--- config.mk ---
export PLATFORM = sky130hd
export DESIGN_NAME = alu4_arbiter_flat
export DESIGN_NICKNAME = d
export VERILOG_FILES = /design/src/rtl/alu4_arbiter_if.sv /design/src/rtl/alu4_arbiter.sv /design/src/flat_wrapper.sv
export SDC_FILE = /design/constraint.sdc
export NUM_CORES = 1
export LEC_CHECK = 0
export CAP_MARGIN = 0
export CORE_MARGIN = 3
export CORE_UTILIZATION = 25
export CTS_BUF_LIST = sky130_fd_sc_hd__clkbuf_16
export CTS_CLUSTER_SIZE = 40
export DETAILED_ROUTE_END_ITERATION = 10
export PLACE_DENSITY_LB_ADDON = 0.05
export SLEW_MARGIN = 20
export SYNTH_ARGS = -nofsm -noshare
export SYNTH_HDL_FRONTEND = slang
export SYNTH_SLANG_ARGS = --single-unit
--- constraint.sdc ---
create_clock -name clk -period 4.3 [get_ports clk]
set_input_delay 1.29 -clock clk [delete_from_list [all_inputs] [get_ports clk]]
set_output_delay 1.29 -clock clk [all_outputs]
set_load 0.05 [all_outputs]
--- src/rtl/alu4_arbiter_if.sv ---
// Request/response bundle for the shared ALU4: two requesters, one response port and busy.
// The slave modport belongs to the arbiter; the master modport belongs to whatever drives the requests.
interface alu4_arbiter_if;
  logic       req0_valid;
  logic       req0_ready;
  logic [2:0] req0_sig;
  logic [3:0] req0_a;
  logic [3:0] req0_b;
  logic       req1_valid;
  logic       req1_ready;
  logic [2:0] req1_sig;
  logic [3:0] req1_a;
  logic [3:0] req1_b;
  logic       rsp_valid;
  logic       rsp_ready;
  logic       rsp_id;
  logic [4:0] rsp_result;
  logic       rsp_cout;
  logic       rsp_err;
  logic       busy;

  modport slave (
    input  req0_valid, req0_sig, req0_a, req0_b,
    input  req1_valid, req1_sig, req1_a, req1_b,
    input  rsp_ready,
    output req0_ready, req1_ready,
    output rsp_valid, rsp_id, rsp_result, rsp_cout, rsp_err, busy
  );

  modport master (
    output req0_valid, req0_sig, req0_a, req0_b,
    output req1_valid, req1_sig, req1_a, req1_b,
    output rsp_ready,
    input  req0_ready, req1_ready,
    input  rsp_valid, rsp_id, rsp_result, rsp_cout, rsp_err, busy
  );
endinterface

--- src/rtl/alu4_arbiter.sv ---
// Round-robin sharing of one 8-function 4-bit ALU between two requesters.
// Each operation goes IDLE (grant/capture) -> EXEC (compute/register) -> DONE (hold until taken).
module alu4_arbiter #(
  parameter logic       FIRST_PRIO  = 1'b0,
  parameter logic [4:0] DIVZ_RESULT = 5'h1F
) (
  input logic           clk,
  input logic           rst,
  alu4_arbiter_if.slave bus
);

  typedef enum logic [1:0] {
    IDLE = 2'd0,
    EXEC = 2'd1,
    DONE = 2'd2
  } state_t;

  localparam logic [2:0] OP_OP1 = 3'd0;
  localparam logic [2:0] OP_ADD = 3'd1;
  localparam logic [2:0] OP_SUB = 3'd2;
  localparam logic [2:0] OP_DIV = 3'd3;
  localparam logic [2:0] OP_REM = 3'd4;
  localparam logic [2:0] OP_LSH = 3'd5;
  localparam logic [2:0] OP_RSH = 3'd6;
  localparam logic [2:0] OP_COM = 3'd7;

  // Returns {err, cout, result[4:0]}; cout is defined here rather than taken from the ALU core.
  function automatic logic [6:0] alu4_compute(input logic [2:0] sig,
                                              input logic [3:0] a,
                                              input logic [3:0] b);
    logic [4:0] res;
    logic       cout;
    logic       err;
    res  = 5'd0;
    cout = 1'b0;
    err  = 1'b0;
    case (sig)
      OP_OP1: res = {1'b0, a};
      OP_ADD: begin
        res  = {1'b0, a} + {1'b0, b};
        cout = res[4];
      end
      OP_SUB: begin
        res  = {1'b0, a} - {1'b0, b};
        cout = res[4];
      end
      OP_DIV: begin
        if (b == 4'd0) begin
          res = DIVZ_RESULT;
          err = 1'b1;
        end else begin
          res = {1'b0, a / b};
        end
      end
      OP_REM: begin
        if (b == 4'd0) begin
          res = DIVZ_RESULT;
          err = 1'b1;
        end else begin
          res = {1'b0, a % b};
        end
      end
      OP_LSH: res = {a, 1'b0};
      OP_RSH: res = {2'b00, a[3:1]};
      OP_COM: res = {4'd0, (a > b)};
      default: res = 5'd0;
    endcase
    return {err, cout, res};
  endfunction

  state_t     state_r;
  state_t     next_state_s;
  logic       last_grant_r;
  logic       take_s;
  logic       grant_id_s;
  logic [2:0] sig_r;
  logic [3:0] a_r;
  logic [3:0] b_r;
  logic       id_r;
  logic [6:0] alu_out_s;

  // Arbitration and next-state; a grant is only issued from IDLE and never while in reset.
  always_comb begin
    next_state_s   = state_r;
    take_s         = 1'b0;
    grant_id_s     = 1'b0;
    bus.req0_ready = 1'b0;
    bus.req1_ready = 1'b0;
    case (state_r)
      IDLE: begin
        if (bus.req0_valid && bus.req1_valid) begin
          take_s     = 1'b1;
          grant_id_s = ~last_grant_r;
        end else if (bus.req0_valid) begin
          take_s     = 1'b1;
          grant_id_s = 1'b0;
        end else if (bus.req1_valid) begin
          take_s     = 1'b1;
          grant_id_s = 1'b1;
        end else begin
          take_s     = 1'b0;
          grant_id_s = 1'b0;
        end
        if (take_s && !rst) begin
          next_state_s   = EXEC;
          bus.req0_ready = ~grant_id_s;
          bus.req1_ready = grant_id_s;
        end else begin
          next_state_s = IDLE;
        end
      end
      EXEC: next_state_s = DONE;
      DONE: begin
        if (bus.rsp_ready) begin
          next_state_s = IDLE;
        end else begin
          next_state_s = DONE;
        end
      end
      default: next_state_s = IDLE;
    endcase
  end

  // ALU sees only the captured operands, never the live request buses.
  always_comb begin
    alu_out_s = alu4_compute(sig_r, a_r, b_r);
  end

  // State, capture registers and registered response.
  always_ff @(posedge clk) begin
    if (rst) begin
      state_r        <= IDLE;
      last_grant_r   <= ~FIRST_PRIO;
      sig_r          <= 3'd0;
      a_r            <= 4'd0;
      b_r            <= 4'd0;
      id_r           <= 1'b0;
      bus.rsp_valid  <= 1'b0;
      bus.rsp_id     <= 1'b0;
      bus.rsp_result <= 5'd0;
      bus.rsp_cout   <= 1'b0;
      bus.rsp_err    <= 1'b0;
    end else begin
      state_r <= next_state_s;
      case (state_r)
        IDLE: begin
          if (take_s) begin
            last_grant_r <= grant_id_s;
            id_r         <= grant_id_s;
            sig_r        <= grant_id_s ? bus.req1_sig : bus.req0_sig;
            a_r          <= grant_id_s ? bus.req1_a   : bus.req0_a;
            b_r          <= grant_id_s ? bus.req1_b   : bus.req0_b;
          end
        end
        EXEC: begin
          bus.rsp_valid  <= 1'b1;
          bus.rsp_id     <= id_r;
          bus.rsp_result <= alu_out_s[4:0];
          bus.rsp_cout   <= alu_out_s[5];
          bus.rsp_err    <= alu_out_s[6];
        end
        DONE: begin
          if (bus.rsp_ready) begin
            bus.rsp_valid <= 1'b0;
          end
        end
        default: bus.rsp_valid <= 1'b0;
      endcase
    end
  end

  assign bus.busy = (state_r != IDLE);

endmodule

--- src/flat_wrapper.sv ---
// flat-port wrapper written by rule: the top's interface ports become plain ports
module alu4_arbiter_flat 
#(
  parameter logic       FIRST_PRIO  = 1'b0,
  parameter logic [4:0] DIVZ_RESULT = 5'h1F
)
  (clk, rst, bus_req0_valid, bus_req0_sig, bus_req0_a, bus_req0_b, bus_req1_valid, bus_req1_sig, bus_req1_a, bus_req1_b, bus_rsp_ready, bus_req0_ready, bus_req1_ready, bus_rsp_valid, bus_rsp_id, bus_rsp_result, bus_rsp_cout, bus_rsp_err, bus_busy);
  alu4_arbiter_if bus_i ();
  input logic clk;
  input logic rst;
  input wire logic [$bits(bus_i.req0_valid)-1:0] bus_req0_valid;
  input wire logic [$bits(bus_i.req0_sig)-1:0] bus_req0_sig;
  input wire logic [$bits(bus_i.req0_a)-1:0] bus_req0_a;
  input wire logic [$bits(bus_i.req0_b)-1:0] bus_req0_b;
  input wire logic [$bits(bus_i.req1_valid)-1:0] bus_req1_valid;
  input wire logic [$bits(bus_i.req1_sig)-1:0] bus_req1_sig;
  input wire logic [$bits(bus_i.req1_a)-1:0] bus_req1_a;
  input wire logic [$bits(bus_i.req1_b)-1:0] bus_req1_b;
  input wire logic [$bits(bus_i.rsp_ready)-1:0] bus_rsp_ready;
  output wire logic [$bits(bus_i.req0_ready)-1:0] bus_req0_ready;
  output wire logic [$bits(bus_i.req1_ready)-1:0] bus_req1_ready;
  output wire logic [$bits(bus_i.rsp_valid)-1:0] bus_rsp_valid;
  output wire logic [$bits(bus_i.rsp_id)-1:0] bus_rsp_id;
  output wire logic [$bits(bus_i.rsp_result)-1:0] bus_rsp_result;
  output wire logic [$bits(bus_i.rsp_cout)-1:0] bus_rsp_cout;
  output wire logic [$bits(bus_i.rsp_err)-1:0] bus_rsp_err;
  output wire logic [$bits(bus_i.busy)-1:0] bus_busy;
  assign bus_i.req0_valid = bus_req0_valid;
  assign bus_i.req0_sig = bus_req0_sig;
  assign bus_i.req0_a = bus_req0_a;
  assign bus_i.req0_b = bus_req0_b;
  assign bus_i.req1_valid = bus_req1_valid;
  assign bus_i.req1_sig = bus_req1_sig;
  assign bus_i.req1_a = bus_req1_a;
  assign bus_i.req1_b = bus_req1_b;
  assign bus_i.rsp_ready = bus_rsp_ready;
  assign bus_req0_ready = bus_i.req0_ready;
  assign bus_req1_ready = bus_i.req1_ready;
  assign bus_rsp_valid = bus_i.rsp_valid;
  assign bus_rsp_id = bus_i.rsp_id;
  assign bus_rsp_result = bus_i.rsp_result;
  assign bus_rsp_cout = bus_i.rsp_cout;
  assign bus_rsp_err = bus_i.rsp_err;
  assign bus_busy = bus_i.busy;
  alu4_arbiter #(.FIRST_PRIO(FIRST_PRIO), .DIVZ_RESULT(DIVZ_RESULT)) u_core (.clk(clk), .rst(rst), .bus(bus_i));
endmodule
* Yosys cells after proc, flatten, opt, wreduce, memory -nomap -nowiden
Index checks and enable logic that the tools add are counted.
Storage, ports and cells: word-level logic and storage cells 66, input port bits 27, output and inout bits 12, register bits 24
Operators by class: equal/unequal tests 10, add/subtract/negate cells 2, div/mod/pow operators 2, reductions and logical operators 10, muxes and demuxes 27, bitwise gates (word level) 3, order comparisons 1
Operator list (number):
- case mux 5 bit (8 select lines) | 1
- two-way mux 1 bit | 17
- == test 3 bit (second input constant) | 4
- two-way mux 5 bit | 2
- two-way mux 4 bit | 2
- == test 3 x 2 -> 1 bit (second input constant) | 2
- case mux 2 bit (3 select lines) | 1
- adder 4 x 4 -> 5 bit | 1
- subtractor 4 x 4 -> 5 bit | 1
- divider 4 x 4 -> 4 bit | 1
- > comparator 4 bit | 1
- logical NOT 4 bit | 1
- remainder unit 4 x 4 -> 4 bit | 1
- AND reduction 2 bit | 2
- == test 3 x 1 -> 1 bit (second input constant) | 1
- logical NOT 3 bit | 1
- two-way mux 3 bit | 1
- NOT 1 bit | 3
- case mux 1 bit (3 select lines) | 1
- == test 2 x 1 -> 1 bit (second input constant) | 1
- == test 2 bit (second input constant) | 1
- logical AND 1 bit | 2
- logical NOT 2 bit | 1
- two-way mux 2 bit | 1
- other kinds (5) | 5

* Depth between registers and ports, before layout
Gate-level depths: netlist of run 1.
word-level depth 7, depth in mapped cells 21, gate-level depth less buffers 21

* Least setup slack after synthesis of run 1
No wires, ideal clock.
kind flip-flop to flip-flop, from reg u_core.b_r[0], to reg u_core.bus.rsp_result[1], cell stages (with the launch flop) 19, required time 4.212 ns, clock period less this slack 4.570 ns, data arrival time 4.482 ns, setup slack -0.270 ns, buffers on the path 0, library setup time 0.088 ns, cell sequence dfxtp_1 inv_1 ha_1 nor4b_2 a2bb2oi_2 ha_1 o21a_1 o211ai_1 mux2_2 ha_1 nor2_1 a211oi_2 mux2_2 fa_1 a21boi_0 o21ai_1 nor3b_1 a2111oi_2 nor4_2
Between the ends: word-level cells in the longest chain between the ends 3, elaborated cells on any way between the ends 8, those cells by class add/sub: 2; div: 2; mux: 3; reduce/logical: 1
Ends and longest elaborated chain:
- start, declared | line alu4_arbiter.sv:78 | logic [3:0] b_r;
- start signal, assigned | line alu4_arbiter.sv:152 | b_r <= grant_id_s ? bus.req1_b : bus.req0_b;
- remainder unit 4 x 4 -> 4 bit (tied with other cells) | line alu4_arbiter.sv:60 | res = {1'b0, a % b};
- two-way mux 5 bit, on equally long branches | line alu4_arbiter.sv:56, alu4_arbiter.sv:48
- case mux 5 bit (8 select lines) * | line alu4_arbiter.sv:37 | case (sig)
- end signal, assigned | line alu4_arbiter.sv:158 | bus.rsp_result <= alu_out_s[4:0];
- end, declared | line alu4_arbiter_if.sv:27 | output rsp_valid, rsp_id, rsp_result, rsp_cout, rsp_err, busy
Every way passes the cells marked *; elsewhere a longest branch is shown, timed or not. A chain may end at the register's enable or synchronous reset.

* Final worst setup path of run 1
Same ends and word-level chain as after synthesis.

==> results.toml, run 1 <==
[outcome]
status = "finished clean"

[route]
via_per_inst = 4.795
via_count = 1937
drc = 0
first_pass_iters = 4
drt-initial-drc-count = 81
ant_nets = 0
wl_per_cell_um = 14.62
routed_wirelength_mm = 5.906

[cts]
h-tree-depth = 1
ctsHoldBuffers = 0
cts_sinks = 24
clk_pin_slew_ns = 0.06
insertion_delay_ns = 0.26
cts_tree = "done"
root_buffer = "clkbuf_16"
numCtsBuffers = 3
clk_path_buf_depth = 2

[yosys]
postSynthNetCount = 300
synth_cells = 251
ys_warn_count = 0
yosys_register_bits = 24
seq_area_frac_synth_pct = 23.79
synth_top_flop_cell = "dfxtp_1"
synth.distinct_cells = 51
synth_edf_count = 0
async_reset_ff_share_pct = 0
avgSynthCellArea_um2 = 8.046
syn_area_um2 = 2019

[sta]
min_period_over_period_pct = 99.75
rsz0062_at_grt = "yes"
hold_viol = 0
finalClockSkew_ns = 0.001245
worstMarginPinSlew_ns = 0.8393
final.setup.worst_slack_ns = 0.01057
max_freq_mhz = 233.1
setup_viol = 0
timing.slew.headroom_pct = 43.84
period_minus_slack_ns = 4.289
maxSlewViolCount = 0

[cells_and_area]
diodes = 0
nFillCells = 845
nets = 352
final_cells = 404
area_delta_synth_final_pct = 41.39
layout_common_cells = "36 x nand2_1, 36 x clkdlybuf4s50_1, 31 x nor2_1"
layout-drive-gt1-share_pct = 18.87
final_core_util_pct = 36.76

[global_route]
antenna_found_initial = 0
grt-ovfl-total = 0
grt_pass1_vias = 1985
grt.total_usage_pct = 13.79
grt_pass1_wl_mm = 9.901
grt_max_degree = 23

[power]
power_leakage_nw = 1.120
ir_drop_mv = 0.1914
finalPower_mw = 1.344
power_density_nw_per_um2 = 470.9

[critical_path]
crit_chain = "inv_2, ha_4, nor4b_4, a2bb2oi_2, ha_1, o21a_1, o211ai_1, mux2_4, ha_1, nor2_1, a211oi_2, mux2_4, fa_2, a21boi_2, o21ai_2, buf_6, nor3_1, a2111oi_2, nor4_2"
critPathCaptureType = "register"
crit_path_max_fanout = 7
crit_required_ns = 4.44
reg2reg_depth = 19
path_class = "reg -> reg"
worstPathArrival_ns = 4.43
slowest_stage = "a2111oi_2"
slowest_delay_ns = 0.40
cp-start-kind = "register"

[die]
die_h_um = 95.88
rows = 32
core_area_um2 = 7767
start_util_pct = 26.00
die-area_um2 = 9192
pin_count = 39
die_w_um = 95.88

[place]
hpwl_mm = 4.751
post-place-ws_ns = -0.1118
port_buffers = 38
routabilityCongestion = 0.8031
place_inst = 396

[hold_path]
min_path_cells = 2
min-delay-path-class = "reg -> reg"

[run]
max-cap-violations = 0
[metrics by stage]
| stage | TNS (ns) | hold WS, ns | instance area (µm²) |
|---|---|---|---|
| 2_1_floorplan | 0 | 0.4258 | 2029 |
| 3_3_place_gp | -0.003027 | 0.4426 | 2629 |
| 3_5_place_dp | -0.2551 | 0.4483 | 2629 |
| 4_1_cts | 0 | 0.4577 | 2815 |
| 5_1_grt | -0.5265 | 0.4713 | 2855 |
| 6_report | 0 | 0.4513 | 2855 |
[synth_stat cells (2+ instances only)]
cell type / instances / area, µm²
nand2_1: 36 / 135.1
nor2_1: 32 / 120.1
dfxtp_1: 24 / 480.5
ha_1: 19 / 237.7
a21oi_1: 14 / 70.07
inv_1: 11 / 41.29
o21ai_0: 9 / 45.04
mux2i_1: 8 / 80.08
o21ai_1: 7 / 35.03
o221ai_1: 7 / 61.31
clkbuf_1: 6 / 22.52
nor3_1: 6 / 30.03
mux2_2: 5 / 56.30
nand2b_1: 5 / 31.28
xnor2_1: 5 / 43.79
o21a_1: 4 / 30.03
a21o_1: 3 / 22.52
buf_2: 3 / 15.01
fa_1: 3 / 60.06
nor2b_1: 3 / 18.77
nor4_2: 3 / 37.54
o211ai_1: 3 / 22.52
or3_1: 3 / 18.77
a2bb2oi_2: 2 / 30.03
a31oi_1: 2 / 12.51
inv_2: 2 / 7.510
o2111ai_1: 2 / 17.52
[path summary, 6_finish.rpt]
path                 startpoint                        to  slack [ns]
max               u_core.b_r[0]  u_core.bus.rsp_result[1]        0.01
min          u_core.bus.rsp_err        u_core.bus.rsp_err        0.45
max reg2reg       u_core.b_r[0]  u_core.bus.rsp_result[1]        0.01
min reg2reg  u_core.bus.rsp_err        u_core.bus.rsp_err        0.45
[where the power goes]
group / leakage, nW / internal [mW] / switching (mW)
clock network: 0.0511 / 0.185 / 0.0835
registers: 0.198 / 0.246 / 0.0327
logic: 0.871 / 0.397 / 0.399
total: 1.12 / 0.829 / 0.516
[cells by family (layout without fill, tap and decap cells)]
group,after synthesis,count (layout),synth area share (%)
mux,13,13,6.753
flops,24,24,23.79
xor+xnor,6,6,2.602
simple gates,96,96,22.62
fa+ha+maj,23,23,15.24
buf+inv,23,74,4.461
compound gates,66,66,24.54
[critical path: cells and delay by family (launching register included)]
kind | cells | cell delay, ns
AOI/OAI and AO/OA | 7 | 1.53
adders and majority gates | 4 | 1.05
buffers and inverters | 2 | 0.20
DFF | 1 | 0.32
muxes | 2 | 0.72
and+or+nand+nor | 4 | 0.36
[what timing repair did]
action                     in CTS  in global routing
buffers inserted                3                  1
setup endpoints to repair       3                  3
pin swaps                       8                  2
resized for setup              14                  6
[final cells by class]
| class | count | area, µm² | share of cell area (%) |
|---|---|---|---|
| Multi-Input combinational cell | 204 | 1539 | 53.90 |
| Timing Repair Buffer | 57 | 550.5 | 19.28 |
| Sequential cell | 24 | 481.7 | 16.87 |
| Tap cell | 102 | 127.6 | 4.470 |
| Clock buffer | 3 | 75.07 | 2.629 |
| Inverter | 13 | 51.30 | 1.797 |
| Clock inverter | 1 | 30.03 | 1.052 |
[sequential cells by signal, summed over array words and instances, names as in the netlist]
signal / flops
u_core.bus.rsp_id: 1
u_core.bus.rsp_cout: 1
u_core.sig_r: 3
u_core.last_grant_r: 1
u_core.id_r: 1
u_core.a_r: 4
u_core.bus.rsp_result: 5
u_core.bus.rsp_err: 1
u_core.b_r: 4
u_core.state_r: 2
u_core.bus.rsp_valid: 1
[layer usage]
layer  wire, µm  share of wire, %  global-route usage (%)
met5          0                 0                       0
met4         36              0.61                   2.725
met3        272               4.6                   2.189
met2       2761                47                   23.39
met1       2836                48                   18.48
Note: power is estimated with default switching activity, not from simulation.
==> run 2, diff against run 1 <==
Settings changed: REMOVE_ABC_BUFFERS set to 1.
==> results.toml, run 2 (synthesis results as in run 1) <==
[cells_and_area]
design_area_um2 = 3074
largest_register_ffs = 5
layout_common_cells = "45 x buf_4, 36 x nand2_1, 36 x clkdlybuf4s50_1"
reg_top3 = "u_core.bus.rsp_result (5), u_core.a_r (4), u_core.b_r (4)"
top_register = "u_core.bus.rsp_result"
layout-drive-gt1-share_pct = 25.91
nets = 378
area_delta_synth_final_pct = 52.23
final_cells = 430
final_common_cell = "buf_4"
diodes = 0

[outcome]
status = "finished clean"

[die]
start_util_pct = 26.00
rows = 32
pin_count = 39
die_h_um = 95.88
die_w_um = 95.88
die-area_um2 = 9192
core_area_um2 = 7767

[cts]
h-tree-depth = 1
insertion_delay_ns = 0.26
cts_sinks = 24
numCtsBuffers = 3
clk_path_buf_depth = 2
root_buffer = "clkbuf_16"
cts_tree = "done"
clk_pin_slew_ns = 0.07

[route]
drc = 0
drt-initial-drc-count = 76
wl_per_cell_um = 14.47
routed_wirelength_mm = 6.220
via_per_inst = 4.770
ant_nets = 0
first_pass_iters = 4
via_count = 2051

[place]
dpl-instance-area_um2 = 2664
place_inst = 402
port_buffers = 38
hpwl_mm = 4.685
routabilityCongestion = 0.7742
post-place-ws_ns = -0.1060

[critical_path]
rrSetupSlack_ns = 0.007
crit_required_ns = 4.48
crit_path_max_fanout = 6
worstPathArrival_ns = 4.47
cp-start-kind = "register"
critPathCaptureType = "register"
path_class = "reg -> reg"

[sta]
rsz0062_at_grt = "yes"
finalClockSkew_ns = 0.007166
min_period_over_period_pct = 99.85
period_minus_slack_ns = 4.293
maxSlewViolCount = 0
worstMarginPinSlew_ns = 0.8421
timing.slew.headroom_pct = 43.65
hold_viol = 0
max_freq_mhz = 232.9
setup_viol = 0
final.setup.worst_slack_ns = 0.006500

[global_route]
grt_use_met2_pct = 23.68
grt_pass1_vias = 2074
gr-usage-met1_pct = 18.42
grt-ovfl-total = 0
top_usage_layer = "met2"
grt_max_degree = 23
grt_pass1_wl_mm = 10.05
use_met3_pct = 2.189
antenna_found_initial = 0
grt.total_usage_pct = 14.18

[power]
ir_drop_mv = 0.1481
power_leakage_nw = 1.247
power_density_nw_per_um2 = 483.7

[run]
max-cap-violations = 0

[hold_path]
min-delay-path-class = "reg -> reg"
## run 2: cell count changes in the layout (fill, tap and decap cells not counted), moves of 2 or more
cell,before,now
buf_6,2,0
buf_4,17,45
ha_1,17,15
ha_4,2,4
## run 2: metrics by stage
| step | total power [mW] | hold slack [ns] | util [%] | setup TNS [ns] |
|---|---|---|---|---|
| floorplan | 0.7186 | 0.4258 | - | -0.6926 |
| global placement | 0.9637 | 0.4385 | 34.29 | -0.004524 |
| detailed placement | 0.9574 | 0.4425 | 34.29 | -0.1679 |
| CTS | 1.316 | 0.4531 | 37.31 | 0 |
| global route | 1.594 | 0.4744 | 39.58 | -0.6960 |
| finish | 1.487 | 0.4491 | 39.58 | 0 |
## run 2: repair_timing
action	CTS	global route
setup buffers	14	10
pin swaps	5	15
hold buffers	0	0
endpoints found under the setup margin	3	4
resized for setup	6	18
## run 2: metal layers
layer  part of all wire (%)  routed length (µm)
met2                     46                2884
met3                    5.0                 311
met1                     47                2895
met5                      0                   0
met4                    2.1                 129
## run 2: path summary, 6_finish.rpt
| kind | depth (start not counted) | startpoint | end |
|---|---|---|---|
| max | 22 | u_core.b_r[0] | u_core.bus.rsp_result[0] |
| min reg2reg | 2 | u_core.bus.rsp_err | u_core.bus.rsp_err |
| min | 2 | u_core.bus.rsp_err | u_core.bus.rsp_err |
| max reg2reg | 22 | u_core.b_r[0] | u_core.bus.rsp_result[0] |
## run 2: area by class of cell
| type | count | area [µm²] |
|---|---|---|
| clock buffers | 3 | 75.07 |
| clock inverters | 1 | 30.03 |
| fillers | 809 | 4693 |
| inverters | 13 | 51.30 |
| multi-input cells | 204 | 1569 |
| flip-flops and latches | 24 | 483.0 |
| well taps | 102 | 127.6 |
| repair buffers | 83 | 738.2 |
## run 2: worst max-delay path, cell delays in order (launching register included)
cell       delay [ns]
dfxtp_2          0.32
inv_2            0.06
ha_4             0.12
nor4b_4          0.19
a2bb2oi_2        0.19
ha_1             0.26
o21a_1           0.11
o211ai_1         0.17
buf_4            0.16
mux2_4           0.32
inv_4            0.07
ha_4             0.14
o21ai_4          0.06
a211oi_2         0.31
mux2_4           0.37
fa_2             0.38
a21boi_2         0.16
o21ai_1          0.12
buf_4            0.15
nor3_2           0.04
a31oi_1          0.19
a21oi_1          0.10
nor4_2           0.21
## run 2: power breakdown
| part | leakage (nW) | internal (mW) | switching [mW] |
|---|---|---|---|
| Clock | 0.0511 | 0.185 | 0.0850 |
| Combinational | 0.997 | 0.501 | 0.441 |
| Sequential | 0.198 | 0.247 | 0.0276 |
| Total | 1.25 | 0.933 | 0.554 |
